[config.mk]
export PLATFORM = sky130hd
export DESIGN_NAME = bcd_to_bin_seq
export DESIGN_NICKNAME = d
export VERILOG_FILES = /design/src/rtl/bcd_pkg.sv /design/src/rtl/bcd_to_bin_seq.sv
export SDC_FILE = /design/constraint.sdc
export NUM_CORES = 1
export LEC_CHECK = 0
export ABC_AREA = 0
export CAP_MARGIN = 10
export CORE_ASPECT_RATIO = 0.9
export CORE_MARGIN = 2
export CORE_UTILIZATION = 30
export CTS_CLUSTER_DIAMETER = 200
export DETAILED_ROUTE_END_ITERATION = 10
export PLACE_DENSITY = 0.6
export SYNTH_ARGS = -nofsm -noshare
export SYNTH_HDL_FRONTEND = slang
export SYNTH_SLANG_ARGS = --single-unit
[constraint.sdc]
create_clock -name clk -period 5.4 [get_ports clk]
set_input_delay 0.54 -clock clk [delete_from_list [all_inputs] [get_ports clk]]
set_output_delay 0.54 -clock clk [all_outputs]
set_load 0.02 [all_outputs]
[src/rtl/bcd_pkg.sv]
// Shared BCD definitions: converter state type, largest legal digit and a digit validity check.
// Also meant for the decade counters and the binary-to-BCD block.
package bcd_pkg;

    typedef enum logic [1:0] {
        IDLE = 2'd0,
        CONV = 2'd1,
        DONE = 2'd2
    } bcd_state_t;

    localparam logic [3:0] BCD_MAX = 4'd9;

    function automatic logic is_bcd_digit(input logic [3:0] digit);
        return (digit <= BCD_MAX);
    endfunction

endpackage

[src/rtl/bcd_to_bin_seq.sv]
// Iterative packed-BCD to binary converter: one digit per clock, most significant first,
// acc = acc*10 + digit, with valid/ready handshakes on both sides and one word in flight.
module bcd_to_bin_seq
    import bcd_pkg::*;
#(
    parameter int DIGITS = 4,
    parameter int BIN_W  = 14
) (
    input  logic                  clk,
    input  logic                  reset,
    input  logic                  in_valid,
    output logic                  in_ready,
    input  logic [4*DIGITS-1:0]   bcd_in,
    output logic                  out_valid,
    input  logic                  out_ready,
    output logic [BIN_W-1:0]      bin_out,
    output logic                  err
);

    localparam int IDX_W = (DIGITS > 1) ? $clog2(DIGITS) : 1;
    localparam logic [IDX_W-1:0] IDX_LAST = IDX_W'(DIGITS - 1);

    // True when 2^w can hold the largest d-digit decimal value (10^d - 1).
    function automatic bit width_ok(input int d, input int w);
        longint unsigned p;
        p = 64'd1;
        for (int i = 0; i < d; i++) begin
            p = p * 64'd10;
        end
        if (w >= 64) begin
            return 1'b1;
        end
        return ((64'd1 << w) >= p);
    endfunction

    if (DIGITS < 1 || !width_ok(DIGITS, BIN_W)) begin : g_param_check
        $error("bcd_to_bin_seq: DIGITS must be >= 1 and 2^BIN_W must exceed 10^DIGITS - 1");
    end

    bcd_state_t             r_state;
    bcd_state_t             w_state_nxt;
    logic [4*DIGITS-1:0]    r_word;
    logic [BIN_W-1:0]       r_acc;
    logic [BIN_W-1:0]       r_bin;
    logic [IDX_W-1:0]       r_idx;
    logic                   r_err;
    logic                   r_out_valid;

    logic [3:0]             w_digit;
    logic [BIN_W-1:0]       w_acc_x10;
    logic [BIN_W-1:0]       w_acc_nxt;
    logic                   w_last;
    logic                   w_accept;
    logic                   w_release;

    always_comb begin
        w_digit = 4'd0;
        for (int k = 0; k < DIGITS; k++) begin
            if (r_idx == IDX_W'(k)) begin
                w_digit = r_word[4*k +: 4];
            end
        end
    end

    // x10 as shift-add, truncated to BIN_W; raw non-BCD digits are still added.
    assign w_acc_x10 = (r_acc << 3) + (r_acc << 1);
    assign w_acc_nxt = w_acc_x10 + BIN_W'(w_digit);
    assign w_last    = (r_idx == '0);

    always_ff @(posedge clk or posedge reset) begin
        if (reset) begin
            r_state <= IDLE;
        end else begin
            r_state <= w_state_nxt;
        end
    end

    always_comb begin
        w_state_nxt = r_state;
        w_accept    = 1'b0;
        w_release   = 1'b0;
        case (r_state)
            IDLE: begin
                if (in_valid) begin
                    w_state_nxt = CONV;
                    w_accept    = 1'b1;
                end
            end
            CONV: begin
                if (w_last) begin
                    w_state_nxt = DONE;
                end
            end
            DONE: begin
                if (out_ready) begin
                    w_state_nxt = IDLE;
                    w_release   = 1'b1;
                end
            end
            default: begin
                w_state_nxt = IDLE;
            end
        endcase
    end

    always_ff @(posedge clk or posedge reset) begin
        if (reset) begin
            r_word      <= '0;
            r_acc       <= '0;
            r_idx       <= '0;
            r_bin       <= '0;
            r_err       <= 1'b0;
            r_out_valid <= 1'b0;
        end else if (w_accept) begin
            r_word <= bcd_in;
            r_acc  <= '0;
            r_idx  <= IDX_LAST;
            r_err  <= 1'b0;
        end else if (r_state == CONV) begin
            r_acc <= w_acc_nxt;
            r_idx <= r_idx - IDX_W'(1);
            if (!is_bcd_digit(w_digit)) begin
                r_err <= 1'b1;
            end
            if (w_last) begin
                r_bin       <= w_acc_nxt;
                r_out_valid <= 1'b1;
            end
        end else if (w_release) begin
            r_out_valid <= 1'b0;
        end
    end

    assign in_ready  = (r_state == IDLE);
    assign out_valid = r_out_valid;
    assign bin_out   = r_bin;
    assign err       = r_err;

endmodule
==> run_results.csv <==
group,metric,value,unit
status,status,"finished clean",
synthesis,synth_top_flop_cell,"dfrtp_1",
synthesis,async_reset_ff_share,100,%
timing,fin_skew,0.00831,ns
placed_design,hpwl,4020,um
setup_path,crit_path_max_fanout,4,
global_routing,grt_start_max_net_pins,50,
floorplan,die_area,9610,um^2
placed_design,io_buffers,36,
synthesis,syn_inst,278,
clock_tree,holdBufCountCts,0,
timing,rsz0062_at_grt,"false",
worst_hold_path,hold-path-cell-count,2,
layout,layout-drive-gt1-share,7.05,%
timing,max_freq,0.302,GHz
floorplan,die_w,103,um
synthesis,yosys_register_bits,49,
clock_tree,htreeDepth,2,
drt,dr.pass1.iters,4,
setup_path,r2r_slack,2.09,ns
drt,ant_nets,0,
timing,worst_pin_slew,1.00,ns
power,cellPowerDensity,717,nW/um^2
setup_path,start_kind,"flop",
setup_path,cp_top_family,"adder cells",
power,ir_drop,0.000321,V
setup_path,critPathKind,"reg2reg",
power,p_comb_share,57.9,%
drt,drcViolationCount,0,
setup_path,worstReg2RegStart,"r_idx[0]",
setup_path,crit_buf_inv,3,
drt,first_iter_violations,82,
synthesis,syn_nets,326,
job,max_cap_viol_count,0,
global_routing,grt_pass1_wl,9560,um
clock_tree,clk_path_buf_depth,2,
layout,final_cell_count_no_fill,431,
placed_design,gp_congestion,0.836,
setup_path,cp.arrival,3.46,ns
timing,period_share,61.4,%
placed_design,place_inst,423,
power,intPower,1.30,mW
power,p_sw_share,44.4,%
global_routing,antenna_found_initial,0,
synthesis,synthesis.area,2650,um^2
clock_tree,cts_tree,"yes",
setup_path,r2r-end,"r_acc[12]",
synthesis,synth_edf_count,0,
global_routing,grt-ovfl-total,0,
setup_path,cp_common_cell,"inv_1",
timing,fin_ws,2.09,ns
timing,hold_ws,0.485,ns
synthesis,avgSynthCellArea,9.54,um^2
floorplan,initial_core_util,31.0,%
synthesis,ys_types,35,
setup_path,r2r_cells,14,
power,seqPwrFrac,28.6,%
timing,finalSetupViolCount,0,
setup_path,cp-end-kind,"flop",
timing,finalMaxSlewViolations,0,
global_routing,grt_pass1_vias,1983,
worst_hold_path,hold_class,"reg2reg",
clock_tree,clk_latency,0.30,ns
clock_tree,clk_pin_slew,0.10,ns
placed_design,place_ws,2.09,ns
drt,routed_via_density,4.63,
synthesis,ys_seq_area_share,46.2,%
timing,tns,0,ns
clock_tree,cts.repair.resized,0,
floorplan,coreArea,8570,um^2
setup_path,max_stage_delay,0.48,ns
timing,finalHoldViolCount,0,
drt,wl_per_cell,12.9,um
timing,relSlewSlack,32.9,%
power,pwr-share-clk,13.6,%
setup_path,crit_path_top_delay_cell,"fa_1",
layout,diodes,0,
power,p_switching,1.04,mW
drt,drt-total-wl,5560,um
worst_hold_path,hp-start,"bin_out[9]",
setup_path,cp.required,5.55,ns
clock_tree,cts-root-buf,"clkbuf_8",
clock_tree,cts.sinks,49,
power,power_leakage,1.54,nW
clock_tree,post_cts_buffers,0,
global_routing,grt.total_usage,12.6,%
synthesis,ys_warn_count,0,
floorplan,rows,32,
timing,fin_crit,3.31,ns
floorplan,die_h,93.2,um
clock_tree,numCtsBuffers,5,
layout,area_growth,23.0,%
drt,num_vias,1997,
layout,nNetsFinal,359,
worst_hold_path,holdPathEnd,"bin_out[9]",
floorplan,ioPinCount,37,
setup_path,crit_chain,"inv_1, ha_1, nand2b_1, o22ai_1, a31oi_1, inv_1, fa_1, inv_1, fa_1, a211oi_1, o21ai_1, a31oi_1, xor2_1, o21ai_0",
==> stage by stage <==
| step | cell area, um^2 | total power, mW | util, % |
|---|---|---|---|
| after CTS | 3260 | 2.37 | 38.1 |
| after detailed placement | 3130 | 2.04 | 36.5 |
| final | 3260 | 2.34 | 38.1 |
| after floorplan | 2650 | 1.65 | - |
| after global placement | 3130 | 2.02 | 36.5 |
| after global routing | 3260 | 2.58 | 38.1 |
==> registers in the layout (all words and copies together) (netlist names) <==
register and count:
r_acc 13, r_idx 2, err 1, bin_out 14
out_valid 1, r_word 16, r_state 2
==> worst max path at each step <==
stage | slack [ns] | depth (start not counted) | from | to
after floorplan | 2.30 | 14 | r_idx[0] | r_acc[10]
after global placement | 2.18 | 14 | r_idx[0] | r_acc[10]
after detailed placement | 2.09 | 13 | r_idx[1] | r_acc[12]
after CTS | 2.05 | 13 | r_idx[1] | r_acc[12]
after global routing | 1.79 | 14 | r_idx[0] | r_acc[12]
final | 2.09 | 14 | r_idx[0] | r_acc[12]
==> cell usage after synthesis, types with 4 or more instances <==
cell type / count / area [um^2]
a31oi_1: 5 / 31.3
clkbuf_1: 9 / 33.8
nand2_1: 74 / 278
a21o_1: 4 / 30.0
a21oi_1: 8 / 40.0
o21ai_0: 29 / 145
nand3_1: 10 / 50.1
ha_1: 26 / 325
xnor2_1: 7 / 61.3
mux2_2: 4 / 45.0
dfrtp_1: 49 / 1230
xor2_1: 6 / 52.6
inv_1: 12 / 45.0
==> tightest hold or removal path: cells and delay by family (launching register included) <==
family          cells  cell delay [ns]
compound gates      1             0.06
flops               1             0.35
simple gates        1             0.04
==> cell families (layout without fill, tap and decap cells) <==
family	Yosys count	after routing	share of synthesized area [%]
flops	49	49	46.2
compound gates	66	66	15.8
xor+xnor	13	13	4.29
simple gates	95	95	14.9
fa+ha+maj	28	28	13.8
buf+inv	23	57	3.35
mux	4	4	1.70
==> layer usage <==
layer	track usage [%]	part of all wire, %	up-vias
li1	-	-	1011
met1	17.5	50	947
met2	19.8	46	32
met3	2.99	3.4	7
met4	3.18	0.84	0
met5	0	0	-
==> cell usage in the layout, fill, tap and decap left out, types with 2 or more instances in the layout <==
cell type	instances
a211oi_1	2
a21o_1	4
a21oi_1	8
a31oi_1	5
bufinv_16	2
clkbuf_8	5
clkdlybuf4s50_1	36
dfrtp_1	49
fa_1	2
ha_1	26
inv_1	11
mux2_2	4
nand2_1	74
nand2b_1	2
nand3_1	10
nand3b_1	3
nor2_1	3
o211ai_1	3
o211ai_2	2
o21ai_0	29
o22ai_1	3
xnor2_1	7
xor2_1	6
==> layout make-up <==
| type | instances | area [um^2] |
|---|---|---|
| repair buffers | 37 | 368 |
| clock inverters | 3 | 68.8 |
| clock buffers | 5 | 68.8 |
| well taps | 119 | 149 |
| multi-input cells | 206 | 1340 |
| fillers | 892 | 5310 |
| inverters | 12 | 45.0 |
| flip-flops and latches | 49 | 1230 |
==> power groups by stage <==
stage | Combinational, mW | Clock (mW) | Sequential (mW)
after floorplan | 0.948 | 0 | 0.702
after global placement | 1.34 | 0 | 0.676
after detailed placement | 1.36 | 0 | 0.677
after CTS | 1.38 | 0.326 | 0.671
after global routing | 1.55 | 0.340 | 0.693
final | 1.35 | 0.317 | 0.668
Note: power is estimated with default switching activity, not from simulation.
